<file path="config.mk">
export PLATFORM = sky130hd
export DESIGN_NAME = vga_sync_core_flat
export DESIGN_NICKNAME = d
export VERILOG_FILES = /design/src/rtl/vga_sync_core_if.sv /design/src/rtl/vga_sync_core.sv /design/src/flat_wrapper.sv
export SDC_FILE = /design/constraint.sdc
export NUM_CORES = 1
export LEC_CHECK = 0
export ABC_AREA = 0
export CORE_ASPECT_RATIO = 1.1
export CORE_UTILIZATION = 39
export CTS_BUF_LIST = sky130_fd_sc_hd__clkbuf_4 sky130_fd_sc_hd__clkbuf_8 sky130_fd_sc_hd__clkbuf_16
export CTS_CLUSTER_DIAMETER = 100
export DETAILED_ROUTE_END_ITERATION = 8
export PLACE_DENSITY = 0.82
export SLEW_MARGIN = 20
export SYNTH_ARGS = -nofsm -noshare
export SYNTH_HDL_FRONTEND = slang
export SYNTH_SLANG_ARGS = --single-unit
</file>
<file path="constraint.sdc">
create_clock -name clk -period 1.75 [get_ports clk]
set_input_delay 0.4375 -clock clk [delete_from_list [all_inputs] [get_ports clk]]
set_output_delay 0.4375 -clock clk [all_outputs]
set_load 0.01 [all_outputs]
</file>
<file path="src/rtl/vga_sync_core_if.sv">
// ============================================================================
// Module      : vga_sync_core_if
// Description : Pixel-side bundle between the VGA timing core, the renderer
//               and the connector pins.
// Revision    : 1.0 - initial release
// ============================================================================
`default_nettype none

interface vga_sync_core_if;
    logic [4:0]  rgb_r;
    logic [5:0]  rgb_g;
    logic [4:0]  rgb_b;
    logic        p_tick;
    logic [11:0] pixel_x;
    logic [11:0] pixel_y;
    logic        video_on;
    logic        frame_tick;
    logic        hsync_n;
    logic        vsync_n;
    logic [4:0]  vga_r;
    logic [5:0]  vga_g;
    logic [4:0]  vga_b;

    // Timing core side
    modport master (
        input  rgb_r, rgb_g, rgb_b,
        output p_tick, pixel_x, pixel_y, video_on, frame_tick,
        output hsync_n, vsync_n, vga_r, vga_g, vga_b
    );

    // Renderer / pin consumer side
    modport slave (
        output rgb_r, rgb_g, rgb_b,
        input  p_tick, pixel_x, pixel_y, video_on, frame_tick,
        input  hsync_n, vsync_n, vga_r, vga_g, vga_b
    );
endinterface

`default_nettype wire

</file>
<file path="src/rtl/vga_sync_core.sv">
// ============================================================================
// Module      : vga_sync_core
// Description : VGA pixel divider, H/V raster counters, sync and blanking.
//               Optional macro VGA_SYNC_OUT_REG_EN adds a one-pixel output
//               register on RGB and sync pins.
// Revision    : 1.0 - initial release
// ============================================================================
`default_nettype none

module vga_sync_core #(
    parameter int CLK_DIV   = 2,
    parameter int H_DISPLAY = 640,
    parameter int H_FP      = 16,
    parameter int H_SYNC    = 96,
    parameter int H_BP      = 48,
    parameter int V_DISPLAY = 480,
    parameter int V_FP      = 10,
    parameter int V_SYNC    = 2,
    parameter int V_BP      = 33
) (
    input  wire logic         clk,
    input  wire logic         rst_n,
    vga_sync_core_if.master   vid
);
    localparam int H_TOTAL = H_DISPLAY + H_FP + H_SYNC + H_BP;
    localparam int V_TOTAL = V_DISPLAY + V_FP + V_SYNC + V_BP;

    localparam logic [11:0] C_H_LAST  = 12'(H_TOTAL - 1);
    localparam logic [11:0] C_V_LAST  = 12'(V_TOTAL - 1);
    localparam logic [11:0] C_H_DISP  = 12'(H_DISPLAY);
    localparam logic [11:0] C_V_DISP  = 12'(V_DISPLAY);
    localparam logic [11:0] C_HS_FROM = 12'(H_DISPLAY + H_FP);
    localparam logic [11:0] C_HS_TO   = 12'(H_DISPLAY + H_FP + H_SYNC - 1);
    localparam logic [11:0] C_VS_FROM = 12'(V_DISPLAY + V_FP);
    localparam logic [11:0] C_VS_TO   = 12'(V_DISPLAY + V_FP + V_SYNC - 1);

    logic p_tick_w;

    generate
        if (CLK_DIV == 1) begin : g_div_bypass
            assign p_tick_w = 1'b1;
        end else begin : g_div
            localparam int DIV_W = $clog2(CLK_DIV);
            localparam logic [DIV_W-1:0] C_DIV_LAST = DIV_W'(CLK_DIV - 1);
            logic [DIV_W-1:0] div_q, div_d;

            always_comb begin
                div_d = (div_q == C_DIV_LAST) ? '0 : div_q + DIV_W'(1);
            end

            always_ff @(posedge clk or negedge rst_n) begin
                if (!rst_n) div_q <= '0;
                else        div_q <= div_d;
            end

            assign p_tick_w = (div_q == C_DIV_LAST);
        end
    endgenerate

    logic [11:0] x_q, x_d, y_q, y_d;
    logic        hsync_q, hsync_d, vsync_q, vsync_d;

    // Syncs decode the next counter value so they update on the same edge
    always_comb begin
        x_d = x_q;
        y_d = y_q;
        if (p_tick_w) begin
            if (x_q == C_H_LAST) begin
                x_d = '0;
                y_d = (y_q == C_V_LAST) ? '0 : y_q + 12'd1;
            end else begin
                x_d = x_q + 12'd1;
            end
        end
        hsync_d = !((x_d >= C_HS_FROM) && (x_d <= C_HS_TO));
        vsync_d = !((y_d >= C_VS_FROM) && (y_d <= C_VS_TO));
    end

    always_ff @(posedge clk or negedge rst_n) begin
        if (!rst_n) begin
            x_q     <= '0;
            y_q     <= '0;
            hsync_q <= 1'b1;
            vsync_q <= 1'b1;
        end else begin
            x_q     <= x_d;
            y_q     <= y_d;
            hsync_q <= hsync_d;
            vsync_q <= vsync_d;
        end
    end

    logic       video_on_w;
    logic [4:0] r_gated_w, b_gated_w;
    logic [5:0] g_gated_w;

    assign video_on_w = (x_q < C_H_DISP) && (y_q < C_V_DISP);
    assign r_gated_w  = video_on_w ? vid.rgb_r : 5'd0;
    assign g_gated_w  = video_on_w ? vid.rgb_g : 6'd0;
    assign b_gated_w  = video_on_w ? vid.rgb_b : 5'd0;

    assign vid.p_tick     = p_tick_w;
    assign vid.pixel_x    = x_q;
    assign vid.pixel_y    = y_q;
    assign vid.video_on   = video_on_w;
    assign vid.frame_tick = p_tick_w && (x_q == C_H_LAST) && (y_q == C_V_LAST);

`ifdef VGA_SYNC_OUT_REG_EN
    // Colour and sync share one pixel of lag so they remain aligned at the pins
    logic [4:0] vga_r_q, vga_r_d, vga_b_q, vga_b_d;
    logic [5:0] vga_g_q, vga_g_d;
    logic       hs_out_q, hs_out_d, vs_out_q, vs_out_d;

    always_comb begin
        vga_r_d  = p_tick_w ? r_gated_w : vga_r_q;
        vga_g_d  = p_tick_w ? g_gated_w : vga_g_q;
        vga_b_d  = p_tick_w ? b_gated_w : vga_b_q;
        hs_out_d = p_tick_w ? hsync_q   : hs_out_q;
        vs_out_d = p_tick_w ? vsync_q   : vs_out_q;
    end

    always_ff @(posedge clk or negedge rst_n) begin
        if (!rst_n) begin
            vga_r_q  <= '0;
            vga_g_q  <= '0;
            vga_b_q  <= '0;
            hs_out_q <= 1'b1;
            vs_out_q <= 1'b1;
        end else begin
            vga_r_q  <= vga_r_d;
            vga_g_q  <= vga_g_d;
            vga_b_q  <= vga_b_d;
            hs_out_q <= hs_out_d;
            vs_out_q <= vs_out_d;
        end
    end

    assign vid.vga_r   = vga_r_q;
    assign vid.vga_g   = vga_g_q;
    assign vid.vga_b   = vga_b_q;
    assign vid.hsync_n = hs_out_q;
    assign vid.vsync_n = vs_out_q;
`else
    assign vid.vga_r   = r_gated_w;
    assign vid.vga_g   = g_gated_w;
    assign vid.vga_b   = b_gated_w;
    assign vid.hsync_n = hsync_q;
    assign vid.vsync_n = vsync_q;
`endif

endmodule

`default_nettype wire

</file>
<file path="src/flat_wrapper.sv">
// flat-port wrapper written by rule: the top's interface ports become plain ports
module vga_sync_core_flat 
#(
    parameter int CLK_DIV   = 2,
    parameter int H_DISPLAY = 640,
    parameter int H_FP      = 16,
    parameter int H_SYNC    = 96,
    parameter int H_BP      = 48,
    parameter int V_DISPLAY = 480,
    parameter int V_FP      = 10,
    parameter int V_SYNC    = 2,
    parameter int V_BP      = 33
)
  (clk, rst_n, vid_rgb_r, vid_rgb_g, vid_rgb_b, vid_p_tick, vid_pixel_x, vid_pixel_y, vid_video_on, vid_frame_tick, vid_hsync_n, vid_vsync_n, vid_vga_r, vid_vga_g, vid_vga_b);
  vga_sync_core_if vid_i ();
  input  wire logic clk;
  input  wire logic rst_n;
  input wire logic [$bits(vid_i.rgb_r)-1:0] vid_rgb_r;
  input wire logic [$bits(vid_i.rgb_g)-1:0] vid_rgb_g;
  input wire logic [$bits(vid_i.rgb_b)-1:0] vid_rgb_b;
  output wire logic [$bits(vid_i.p_tick)-1:0] vid_p_tick;
  output wire logic [$bits(vid_i.pixel_x)-1:0] vid_pixel_x;
  output wire logic [$bits(vid_i.pixel_y)-1:0] vid_pixel_y;
  output wire logic [$bits(vid_i.video_on)-1:0] vid_video_on;
  output wire logic [$bits(vid_i.frame_tick)-1:0] vid_frame_tick;
  output wire logic [$bits(vid_i.hsync_n)-1:0] vid_hsync_n;
  output wire logic [$bits(vid_i.vsync_n)-1:0] vid_vsync_n;
  output wire logic [$bits(vid_i.vga_r)-1:0] vid_vga_r;
  output wire logic [$bits(vid_i.vga_g)-1:0] vid_vga_g;
  output wire logic [$bits(vid_i.vga_b)-1:0] vid_vga_b;
  assign vid_i.rgb_r = vid_rgb_r;
  assign vid_i.rgb_g = vid_rgb_g;
  assign vid_i.rgb_b = vid_rgb_b;
  assign vid_p_tick = vid_i.p_tick;
  assign vid_pixel_x = vid_i.pixel_x;
  assign vid_pixel_y = vid_i.pixel_y;
  assign vid_video_on = vid_i.video_on;
  assign vid_frame_tick = vid_i.frame_tick;
  assign vid_hsync_n = vid_i.hsync_n;
  assign vid_vsync_n = vid_i.vsync_n;
  assign vid_vga_r = vid_i.vga_r;
  assign vid_vga_g = vid_i.vga_g;
  assign vid_vga_b = vid_i.vga_b;
  vga_sync_core #(.CLK_DIV(CLK_DIV), .H_DISPLAY(H_DISPLAY), .H_FP(H_FP), .H_SYNC(H_SYNC), .H_BP(H_BP), .V_DISPLAY(V_DISPLAY), .V_FP(V_FP), .V_SYNC(V_SYNC), .V_BP(V_BP)) u_core (.clk(clk), .rst_n(rst_n), .vid(vid_i));
endmodule
</file>
==> results.toml <==
[outcome]
outcome = "finished, violations left"
violations = "setup timing"

[synthesis]
synth-simple-area-share = 0.3193
synthesis.area_um2 = 1634
mappedNetlistNets = 200
syn_area_per_cell_um2 = 9.129
synth_cells = 179
synthArstFlopShare = 1.000
synth_xor_area_frac = 0.08576
synth-compound-area-share = 0.09342
seq_area_frac_synth = 0.4150
synth_top_family_by_area = "simple AND/OR/NAND/NOR gates"
muxShareOfSynthArea = 0.01302
synth_edf_count = 0
synth_cell_types = 48
synth_fa_ha_area_frac = 0.02297
ys_warn_count = 0
synth-main-ff-cell = "dfrtp_1"
synth_seq_cells = 27

[worst_setup_path]
crit_fanout = 7
startpoint = "u_core.vid.pixel_y[10]"
crit_family = "simple AND/OR/NAND/NOR gates"
required_ns = 1.94
crit_path_max_incr_delay_ns = 0.44
rrSetupSlack_ns = -0.35
critical_path.cell_chain = "buf_6 > nor4bb_4 > nand4_1 > buf_6 > a211oi_4 > mux2i_4 > nor4b_2 > nand4_1"
crit_buf_inv = 2
r2r-end = "u_core.vid.vsync_n"
critPathSlowestCell = "dfrtp_2"
cp_data_arrival_time_ns = 2.29
critPathKind = "register to register"
crit_path_end_kind = "register"
crit_path_start_kind = "register"
rr_worst_depth = 8
r2r_start = "u_core.vid.pixel_y[10]"

[worst_hold_path]
hp-class = "primary input to asynchronous set/reset pin"

[cells_and_area]
seq_area_um2 = 686.9
finalNonFillerCells = 354
syn2layout_area_growth_pct = 86.83
final_area_um2 = 3053
final_layout_size_suffix_gt1_frac = 0.4801
n_fill_cell = 275
multiInputGateArea_um2 = 1112
nets = 324
diodes = 0

[timing]
rsz0062_at_grt = "true"
layout_min_cycle_time_ns = 2.099
hold_viol = 0
period_share = 1.199
fmax_mhz = 476.5
fin_worst_skew_ns = 0.003399
setup_ws_ns = -0.3488
maxSlewViolCount = 0
slew_headroom = 0.7703
tightest_slew_ns = 0.3445
finalSetupViolations = 21

[clocking]
clk_pin_slew_ns = 0.10
cts_tree = "built"
cts-root-buf = "clkbuf_8"
cts.sinks = 27
holdBufCountCts = 0
cts_buffers = 3
clock_path_buffers = 2
clk_latency_ns = 0.27
cts_htree_levels = 1

[global_routing]
grt_pass1_vias = 1722
antenna_found_initial = 0
grt_usage = 0.2382
grt_max_degree = 28
grt-ovfl-total = 0
grt_pass1_wl_um = 8383

[power_and_ir_drop]
ir_worst_vdd_mv = 0.3752
power.density_nw_per_um2 = 366.4
leakagePower_uw = 0.001472

[floorplan]
start_util = 0.4091
die-width_um = 63.72
die_height_um = 69.89
std_cell_rows = 24
ios = 63
die-area_um2 = 4453
core_um2 = 3994

[detailed_routing]
routed_wl_um = 5376
drtPass1Iterations = 4
drt_iter0_markers = 81
vias = 1866
via_per_inst = 5.271
post_drt_wl_per_cell_um = 15.19
drc_errors = 0
drtAntennaViolNets = 0

[place]
dp_hpwl_um = 3458
placed_area_um2 = 2688
gp_congestion = 0.9333
dpl.cell_count = 335
io_buffers = 62

[run]
maxCapViolations = 0
[layout make-up]
type / count / share of cell area
Clock inverter: 1 / 0.001639
Tap cell: 52 / 0.02131
Multi-Input combinational cell: 139 / 0.3643
Clock buffer: 3 / 0.01352
Sequential cell: 27 / 0.2250
Inverter: 8 / 0.009836
Timing Repair Buffer: 124 / 0.3643
[per-layer routing]
metal,GRT usage,share of wire,vias up
li1,-,-,888
met1,0.3187,0.43,903
met2,0.4102,0.52,65
met3,0.02288,0.035,10
met4,0.05808,0.017,0
met5,0,0,-
[report_power, final]
part	leakage [uW]	internal (uW)	switching, uW
sequential	0.000344	624	0
clock	0.0000255	160	203
combinational	0.00110	87.9	44.0
[cells by family (layout without fill, tap and decap cells)]
kind of cell,Yosys count,count (layout)
xor gates and xnor gates,16,16
and+or+nand+nor,92,94
buffers and inverters,15,136
muxes,2,2
AOI/OAI and AO/OA,24,24
DFF,27,27
adders and majority gates,3,3
[repair_timing]
action                                  CTS  global route
endpoints found under the setup margin   39            30
pin swaps                                29            20
resized for setup                       130            39
cloned                                    2             0
buffers inserted                         10             4
[state kept, by name, summed over array words and instances, names as in the netlist]
name / count
u_core.vid.vsync_n: 1
u_core.vid.pixel_x: 12
u_core.vid.pixel_y: 12
u_core.vid.p_tick: 1
u_core.vid.hsync_n: 1
[per-stage QoR]
step	setup slack (ns)	util	hold WS, ns	total power, uW	TNS [ns]
after detailed placement	-0.4302	0.6729	0.5715	757.1	-8.231
after global placement	-0.4053	0.6729	0.5713	754.9	-7.530
after floorplan	-0.1090	-	0.1419	668.2	-0.2149
after global routing	-0.4456	0.7644	0.5640	1165	-6.345
after CTS	-0.3240	0.7202	0.5494	1119	-4.613
final	-0.3488	0.7644	0.5297	1119	-4.536
[synthesized netlist by cell type (3+ instances only)]
cell / number / area (um2)
and2_1: 17 / 106.4
o21ai_0: 10 / 50.05
nand2_1: 13 / 48.80
nor4b_1: 3 / 26.28
nor2_1: 17 / 63.81
nand3_1: 9 / 45.04
xor2_1: 7 / 61.31
nor3_1: 4 / 20.02
ha_1: 3 / 37.54
nand4_1: 9 / 56.30
dfrtp_1: 25 / 625.6
xnor2_1: 9 / 78.83
inv_1: 8 / 30.03
a21oi_1: 3 / 15.01
and3_1: 3 / 18.77
[how the worst max path moves through the flow]
stage | depth (start not counted) | slack, ns | end
floorplan | 7 | -0.11 | u_core.vid.vsync_n
detailed placement | 4 | -0.43 | vid_vga_g[0]
CTS | 7 | -0.32 | u_core.vid.vsync_n
finish | 8 | -0.35 | u_core.vid.vsync_n
global placement | 4 | -0.41 | vid_vga_r[2]
global route | 8 | -0.45 | u_core.vid.vsync_n
[cells in the final DEF, fill, tap and decap left out, drive strengths merged, types with 8 or more instances in the layout]
cell type	netlist	final
and2	18	18
buf	2	79
clkdlybuf4s50	0	18
dfrtp	25	25
dlygate4sd2	0	19
inv	8	8
nand2	13	13
nand3	10	10
nand4	9	9
nor2	17	17
o21ai	10	10
xnor2	9	9
(Power assumes the default switching activity.)
